[config.mk]
export PLATFORM = sky130hd
export DESIGN_NAME = pipelined_barrel_shifter
export DESIGN_NICKNAME = d
export VERILOG_FILES = /design/src/rtl/barrel_shifter_pkg.sv /design/src/rtl/barrel_shifter_stage.sv /design/src/rtl/pipelined_barrel_shifter.sv
export SDC_FILE = /design/constraint.sdc
export NUM_CORES = 1
export LEC_CHECK = 0
export BUFFER_PORTS_ARGS = -buffer_cell sky130_fd_sc_hd__buf_4
export CAP_MARGIN = 30
export CORE_ASPECT_RATIO = 0.75
export CORE_MARGIN = 2
export CORE_UTILIZATION = 60
export DETAILED_ROUTE_END_ITERATION = 10
export PLACE_DENSITY = 0.79
export SLEW_MARGIN = 20
export SYNTH_ARGS = -nofsm -noshare
export SYNTH_HDL_FRONTEND = slang
export SYNTH_SLANG_ARGS = --single-unit
[constraint.sdc]
create_clock -name Clock_In -period 2.43 [get_ports Clock_In]
set_clock_uncertainty 0.2 [all_clocks]
set_input_delay 0.243 -clock Clock_In [delete_from_list [all_inputs] [get_ports Clock_In]]
set_output_delay 0.243 -clock Clock_In [all_outputs]
set_load 0.02 [all_outputs]
[src/rtl/barrel_shifter_pkg.sv]
// Shared mode encodings for the barrel shifter family.
// Imported by the RTL and by the 32-bit shifter benches.
package barrel_shifter_pkg;

   localparam logic [2:0] MODE_LSL = 3'd0;
   localparam logic [2:0] MODE_LSR = 3'd1;
   localparam logic [2:0] MODE_ASL = 3'd2;
   localparam logic [2:0] MODE_ASR = 3'd3;
   localparam logic [2:0] MODE_ROL = 3'd4;
   localparam logic [2:0] MODE_ROR = 3'd5;
   localparam logic [2:0] MODE_RCL = 3'd6;
   localparam logic [2:0] MODE_RCR = 3'd7;

endpackage

[src/rtl/barrel_shifter_stage.sv]
// One registered pipeline stage: shifts or rotates by 2**STAGE_INDEX when
// amount bit STAGE_INDEX is set, and forwards mode/amount/carry with the beat.
module barrel_shifter_stage
   import barrel_shifter_pkg::*;
#(
   parameter int DATA_WIDTH = 32,
   parameter int STAGE_INDEX = 0,
   localparam int SHIFT_WIDTH = $clog2(DATA_WIDTH)
) (
   input  logic                   clk,
   input  logic                   srst,
   input  logic                   advance,
   input  logic                   src_valid,
   input  logic [2:0]             src_mode,
   input  logic [SHIFT_WIDTH-1:0] src_amount,
   input  logic                   src_carry,
   input  logic [DATA_WIDTH-1:0]  src_data,
   output logic                   valid_reg,
   output logic [2:0]             mode_reg,
   output logic [SHIFT_WIDTH-1:0] amount_reg,
   output logic                   carry_reg,
   output logic [DATA_WIDTH-1:0]  data_reg
);

   localparam int SHIFT = 1 << STAGE_INDEX;

   logic [DATA_WIDTH:0]   ring;
   logic [DATA_WIDTH-1:0] data_next;
   logic                  carry_next;

   assign ring = {src_carry, src_data};

   always_comb begin
      data_next  = src_data;
      carry_next = src_carry;
      if (src_amount[STAGE_INDEX]) begin
         case (src_mode)
            MODE_LSL, MODE_ASL: begin
               data_next  = {src_data[DATA_WIDTH-1-SHIFT:0], {SHIFT{1'b0}}};
               carry_next = src_data[DATA_WIDTH-SHIFT];
            end
            MODE_LSR: begin
               data_next  = {{SHIFT{1'b0}}, src_data[DATA_WIDTH-1:SHIFT]};
               carry_next = src_data[SHIFT-1];
            end
            MODE_ASR: begin
               data_next  = {{SHIFT{src_data[DATA_WIDTH-1]}}, src_data[DATA_WIDTH-1:SHIFT]};
               carry_next = src_data[SHIFT-1];
            end
            // Rotate carry tracks the bit that ends up at the LSB / MSB of the result.
            MODE_ROL: begin
               data_next  = {src_data[DATA_WIDTH-1-SHIFT:0], src_data[DATA_WIDTH-1:DATA_WIDTH-SHIFT]};
               carry_next = src_data[DATA_WIDTH-SHIFT];
            end
            MODE_ROR: begin
               data_next  = {src_data[SHIFT-1:0], src_data[DATA_WIDTH-1:SHIFT]};
               carry_next = src_data[SHIFT-1];
            end
            MODE_RCL: {carry_next, data_next} = {ring[DATA_WIDTH-SHIFT:0], ring[DATA_WIDTH:DATA_WIDTH-SHIFT+1]};
            MODE_RCR: {carry_next, data_next} = {ring[SHIFT-1:0], ring[DATA_WIDTH:SHIFT]};
            default: ;
         endcase
      end
   end

   always_ff @(posedge clk) begin
      if (srst) begin
         valid_reg  <= 1'b0;
         mode_reg   <= '0;
         amount_reg <= '0;
         carry_reg  <= 1'b0;
         data_reg   <= '0;
      end else if (advance) begin
         valid_reg  <= src_valid;
         mode_reg   <= src_mode;
         amount_reg <= src_amount;
         carry_reg  <= carry_next;
         data_reg   <= data_next;
      end
   end

endmodule

[src/rtl/pipelined_barrel_shifter.sv]
// Linear log2(DATA_WIDTH)-stage shift/rotate pipeline with valid/ready flow
// control; the whole pipeline freezes while the output beat is stalled.
module pipelined_barrel_shifter
   import barrel_shifter_pkg::*;
#(
   parameter int DATA_WIDTH = 32,
   localparam int SHIFT_WIDTH = $clog2(DATA_WIDTH)
) (
   input  logic                   Clock_In,
   input  logic                   Reset_In,
   input  logic                   In_Valid,
   output logic                   In_Ready,
   input  logic [2:0]             Shifter_Mode_In,
   input  logic [SHIFT_WIDTH-1:0] Shift_Bits_Length_In,
   input  logic                   Carry_In,
   input  logic [DATA_WIDTH-1:0]  Data_In,
   output logic                   Out_Valid,
   input  logic                   Out_Ready,
   output logic [DATA_WIDTH-1:0]  Shifted_Data_Out,
   output logic                   Carry_Out
);

   logic [SHIFT_WIDTH:0]                  valid_pipe;
   logic [SHIFT_WIDTH:0][2:0]             mode_pipe;
   logic [SHIFT_WIDTH:0][SHIFT_WIDTH-1:0] amount_pipe;
   logic [SHIFT_WIDTH:0]                  carry_pipe;
   logic [SHIFT_WIDTH:0][DATA_WIDTH-1:0]  data_pipe;
   logic                                  stall;
   logic                                  unused_tail;

   assign stall    = Out_Valid & ~Out_Ready;
   assign In_Ready = ~stall & ~Reset_In;

   assign valid_pipe[0]  = In_Valid & In_Ready;
   assign mode_pipe[0]   = Shifter_Mode_In;
   assign amount_pipe[0] = Shift_Bits_Length_In;
   assign carry_pipe[0]  = Carry_In;
   assign data_pipe[0]   = Data_In;

   // Bubbles advance with the pipeline; nothing moves while stalled.
   generate
      for (genvar gi = 0; gi < SHIFT_WIDTH; gi++) begin : g_stage
         barrel_shifter_stage #(
            .DATA_WIDTH (DATA_WIDTH),
            .STAGE_INDEX(gi)
         ) u_stage (
            .clk       (Clock_In),
            .srst      (Reset_In),
            .advance   (~stall),
            .src_valid (valid_pipe[gi]),
            .src_mode  (mode_pipe[gi]),
            .src_amount(amount_pipe[gi]),
            .src_carry (carry_pipe[gi]),
            .src_data  (data_pipe[gi]),
            .valid_reg (valid_pipe[gi+1]),
            .mode_reg  (mode_pipe[gi+1]),
            .amount_reg(amount_pipe[gi+1]),
            .carry_reg (carry_pipe[gi+1]),
            .data_reg  (data_pipe[gi+1])
         );
      end
   endgenerate

   assign Out_Valid        = valid_pipe[SHIFT_WIDTH];
   assign Shifted_Data_Out = data_pipe[SHIFT_WIDTH];
   assign Carry_Out        = carry_pipe[SHIFT_WIDTH];

   assign unused_tail = ^{mode_pipe[SHIFT_WIDTH], amount_pipe[SHIFT_WIDTH]};

endmodule

* Yosys cells after proc, flatten, opt, wreduce, memory -nomap -nowiden
Index checks and enable logic that the tools add are counted.
Storage, ports and cells: output and inout port bits 35, bits in registers 202, word-level logic and storage cells 105, input port bits 45
Cells by class: bitwise logic cells 6, reductions and logical operators 21, eq/ne operators 35, mux-type cells 20
Operator list (count):
- 32-bit case mux with 7 select lines | 4
- 32-bit case mux with 6 select lines | 1
- 32-bit 2-to-1 mux | 5
- 3-bit equality test (second input constant) | 20
- 4-bit OR reduction | 10
- 3-bit by 2-bit equality test with 1-bit output (second input constant) | 10
- 3-bit by 1-bit equality test with 1-bit output (second input constant) | 5
- 3-bit zero test | 5
- 2-bit OR reduction | 6
- 1-bit case mux with 2 select lines | 5
- 1-bit 2-to-1 mux | 5
- 1-bit bitwise AND | 3
- 1-bit NOT | 3

* Depth between registers and ports, before layout
depth in word-level cells 5, depth in mapped cells 7, depth with buffers taken out 4

* Modules after synthesis
A second synthesis with hierarchy kept.
Unflattened totals: cell total of the unflattened synthesis 1273, area, all modules 11377.2 µm²
By module, submodules not included:
- barrel_shifter_stage at g_stage[3].u_stage | times used 1, area each 2368.5 µm², seq. area each 840.8 µm², cells each 250
- barrel_shifter_stage at g_stage[1].u_stage | times used 1, area each 2313.5 µm², seq. area each 840.8 µm², cells each 257
- barrel_shifter_stage at g_stage[2].u_stage | times used 1, area each 2270.9 µm², seq. area each 840.8 µm², cells each 251
- barrel_shifter_stage at g_stage[0].u_stage | times used 1, area each 2243.4 µm², seq. area each 840.8 µm², cells each 254
- barrel_shifter_stage at g_stage[4].u_stage | times used 1, area each 2147.1 µm², seq. area each 840.8 µm², cells each 257
- pipelined_barrel_shifter | times used 1, area each 33.8 µm², seq. area each 0.0 µm², cells each 4

* Worst setup path after synthesis
No wires, ideal clock.
path kind flip-flop to flip-flop, start point reg g_stage[4].u_stage.valid_reg, end point reg g_stage[0].u_stage.data_reg[1], arrival time 1.277 ns, required time 2.102 ns, buffers on the path 3, setup time 0.128 ns, stages on the path, launching flop included 8, period minus slack after synthesis 1.605 ns, slack 0.825 ns, cell sequence dfxtp_1 -> nor2b_1 -> buf_6 -> buf_6 -> buf_2 -> a211oi_1 -> a21oi_1 -> nor2_1
On the way: longest elaborated chain between the ends 1
RTL lines:
- from (decl) | RTL line barrel_shifter_stage.sv:18 | output logic valid_reg,
- from (signal assigned) | RTL line barrel_shifter_stage.sv:74 | valid_reg <= src_valid;
- 1-bit bitwise AND | RTL line pipelined_barrel_shifter.sv:31 | assign stall = Out_Valid & ~Out_Ready;
- to (signal assigned) | RTL line barrel_shifter_stage.sv:78 | data_reg <= data_next;
- to (decl) | RTL line barrel_shifter_stage.sv:22 | output logic [DATA_WIDTH-1:0] data_reg
No other way between the ends. A chain may end at the register's enable or synchronous reset.

* Final worst setup path
start point reg g_stage[4].u_stage.valid_reg, end point out In_Ready
On the way: longest elaborated chain between the ends 3
RTL lines:
- 1-bit bitwise AND | RTL line pipelined_barrel_shifter.sv:31
- 1-bit NOT
- 1-bit bitwise AND | RTL line pipelined_barrel_shifter.sv:32 | assign In_Ready = ~stall & ~Reset_In;
- to (decl) | RTL line pipelined_barrel_shifter.sv:12 | output logic In_Ready,
No other way between the ends.

==> impl_metrics.toml <==
[layout]
fillers = 1466
multi_input_area_mm2 = 0.00612
design_area_mm2 = 0.0121
drive_above_1_share_pct = 12.0
regArea_mm2 = 0.00385
syn_to_final_growth_pct = 9.83
nets = 1426
largest_reg_flops = 160
antenna_cells = 0

[setup_path]
r2r_cells = 5
critPathKind = "reg -> out"
r2r-start = "g_stage[4].u_stage.valid_reg$_SDFFE_PP0N_"
cp_slowest_cell = "dfxtp_1"
slowest_delay_ns = 0.37
arrival_ns = 1.66
cp.required_ns = 1.99
cp_max_fo = 35
cp-end-kind = "output pin"
cp_cell_sequence = "nor2b_4 -> buf_12 -> buf_12 -> nor2_8 -> buf_4"
worst_setup_path_start_kind = "flop"
worstSetupStartpoint = "g_stage[4].u_stage.valid_reg$_SDFFE_PP0N_"
cp_common_cell = "buf_12"

[die]
dieArea_mm2 = 0.0194
coreArea_mm2 = 0.0178
num_io_pins = 80
initial_core_util_pct = 61.7
die_y_um = 121
chipWidth_um = 160
placementRows = 42

[placed_design]
place_congestion = 0.928
placed_area_mm2 = 0.0113
port_buffers = 79
hpwl_mm = 20.7

[synth]
dominantRegCellSynth = "dfxtp_1"
seq_area_frac_synth_pct = 35.0
synth.net_count = 1453
synthArstFlopShare_pct = 0
syn_inst = 1408
yosysWarningCount = 0
netlist_area_mm2 = 0.0110
synth.top_cell.area_share_pct = 35.0
ys_ff_latch = 192
synth_cell_types = 40
syn_area_per_cell_um2 = 7.81
yosysTopAreaCell = "dfxtp_1"
synth_edf_count = 0
synth_area_leaders = "dfxtp_1 (35%), mux2i_1 (12%), nor2_1 (8.3%)"

[sta]
slew_viol_final = 0
finalCritPeriodShare_pct = 86.7
period_needed_ns = 2.11
timing.fmax_mhz = 475
tightest_slew_ns = 0.803
finalSetupViolCount = 0
grt_setup_unrepaired = "no"
fin_tns_setup_ns = 0
max_slew_margin_pct = 46.5
hold_viol = 0

[clocking]
cts_setup_buffers = 0
clk_latency_ns = 0.43
cts.clk_slew.worst_paths_ns = 0.07
numCtsBuffers = 17
cts_root_buffer = "clkbuf_16"
clkSinkCount = 192
cts_buffer_depth = 2
cts_tree = "built"
htree_levels = 4

[power_and_ir_drop]
cellLeakagePower_nw = 4.30
peakVddDrop_uv = 410
power_density_mw_per_mm2 = 641

[run_status]
outcome = "complete, no violations"

[global_routing]
grt_max_degree = 91
grt_pass1_wl_mm = 48.5
grt_usage_pct = 31.1
grt_pass1_vias = 8895
antenna_found_initial = 0
gr-total-overflow = 0

[drt]
via_count = 10307
wl_per_cell_um = 18.3
first_pass_iters = 6
first_iter_violations = 1238
drt_drc_violations_left = 0
via_per_inst = 6.30
wl_mm = 29.9
drtAntennaViolNets = 0

[run]
drv_cap = 0

[worst_hold_path]
hold_path.class = "in -> reg"
hold_path_depth = 5
hp-start = "Data_In[15]"
==> per-layer routing <==
layer  GRT usage [%]  routed length (um)  up-vias
li1                -                   -     4937
met1            49.3               14600     4856
met2            42.1               12200      473
met3            6.02                2670       41
met4            8.67                 472        0
met5               0                   0        -
==> synthesized netlist by cell type, types with 26 or more instances <==
cell type / n
nor2_1: 243
dfxtp_1: 192
a21oi_1: 170
nand2_1: 148
mux2i_1: 133
a211oi_1: 114
buf_2: 69
buf_4: 48
o22ai_1: 41
clkbuf_1: 39
o221ai_1: 33
nor3_1: 26
==> layout make-up <==
type	count	share of cell area, %
sequential	192	31.9
inverter	18	0.559
clock buffer	20	3.78
clock inverter	12	1.69
tap	242	2.51
timing repair buffer	124	8.96
multi-input combinational	1028	50.6
==> timing repair <==
item | 4_1_cts | 5_1_grt
hold buffers | 9 | 0
endpoints found under the hold margin | 22 | 0
gates resized for setup | 0 | 0
endpoints found under the setup margin | 0 | 0
==> where the power goes <==
group	switching [mW]	internal, mW	leakage [nW]
clock	1.25	1.89	0.319
combinational	0.553	0.458	2.40
sequential	0.257	3.33	1.58
total	2.06	5.68	4.30
==> worst max-delay path, delay by kind of cell, from the launching register on <==
| family | cells | cell delay [ns] |
|---|---|---|
| buf+inv | 3 | 0.63 |
| flops | 1 | 0.37 |
| simple gates | 2 | 0.23 |
==> cells in the final DEF, fill, tap and decap left out, types with 2 or more instances in the layout <==
| cell | synthesis | routed |
|---|---|---|
| o2111ai_1 | 2 | 2 |
| dfxtp_2 | 0 | 4 |
| o211ai_1 | 3 | 3 |
| nand3b_1 | 14 | 14 |
| nor3_1 | 26 | 26 |
| o32ai_2 | 7 | 7 |
| clkinvlp_4 | 0 | 2 |
| o221ai_1 | 33 | 33 |
| inv_1 | 17 | 17 |
| nand3_1 | 9 | 9 |
| o22ai_1 | 41 | 41 |
| clkinv_2 | 0 | 2 |
| o32ai_1 | 8 | 8 |
| a211oi_1 | 114 | 114 |
| buf_4 | 48 | 104 |
| bufinv_16 | 0 | 5 |
| nor2_1 | 243 | 243 |
| a21oi_1 | 170 | 170 |
| nand4b_1 | 2 | 2 |
| clkbuf_16 | 0 | 17 |
| a221oi_1 | 2 | 2 |
| clkbuf_8 | 0 | 2 |
| a311oi_1 | 2 | 2 |
| nand2b_1 | 7 | 6 |
| dlygate4sd3_1 | 0 | 9 |
| buf_12 | 0 | 10 |
| dfxtp_1 | 192 | 188 |
| nand2_2 | 2 | 2 |
| nor2b_1 | 18 | 17 |
| o21ai_1 | 10 | 10 |
| or3_1 | 2 | 2 |
| nor3b_1 | 15 | 15 |
| nand4_1 | 2 | 2 |
| and3_1 | 8 | 8 |
| mux2i_1 | 133 | 133 |
| nand2_1 | 148 | 148 |
==> metrics by stage <==
| step | util [%] | setup slack [ns] | total power [mW] | cells | hold WS [ns] |
|---|---|---|---|---|---|
| after global placement | 63.6 | 0.561 | 4.59 | 1595 | 0.239 |
| after detailed placement | 63.6 | 0.506 | 4.62 | 1595 | 0.246 |
| after floorplan | - | 0.825 | 4.30 | 1408 | 0.183 |
| after CTS | 67.8 | 0.300 | 7.73 | 1636 | 0.0418 |
| after global routing | 67.8 | 0.228 | 8.01 | 1636 | 0.0740 |
| final | 67.8 | 0.323 | 7.74 | 1636 | 0.0523 |
==> kinds of logic (layout without fill, tap and decap cells) <==
logic type / Yosys count / in the layout / share of synthesized area [%]
and+or+nand+nor: 500 / 500 / 19.8
buffers and inverters: 188 / 174 / 9.52
muxes: 133 / 133 / 12.1
DFF: 192 / 192 / 35.0
AOI/OAI and AO/OA: 395 / 395 / 23.6
==> worst paths after layout <==
check	to	slack [ns]
worst min register to register	g_stage[2].u_stage.valid_reg$_SDFFE_PP0N_	0.25
worst max-delay path	In_Ready	0.32
worst max register to register	g_stage[2].u_stage.data_reg[31]$_SDFFE_PP0N_	0.53
worst min-delay path	g_stage[0].u_stage.data_reg[15]$_SDFFE_PP0N_	0.05
Note: power is estimated with default switching activity, not from simulation.
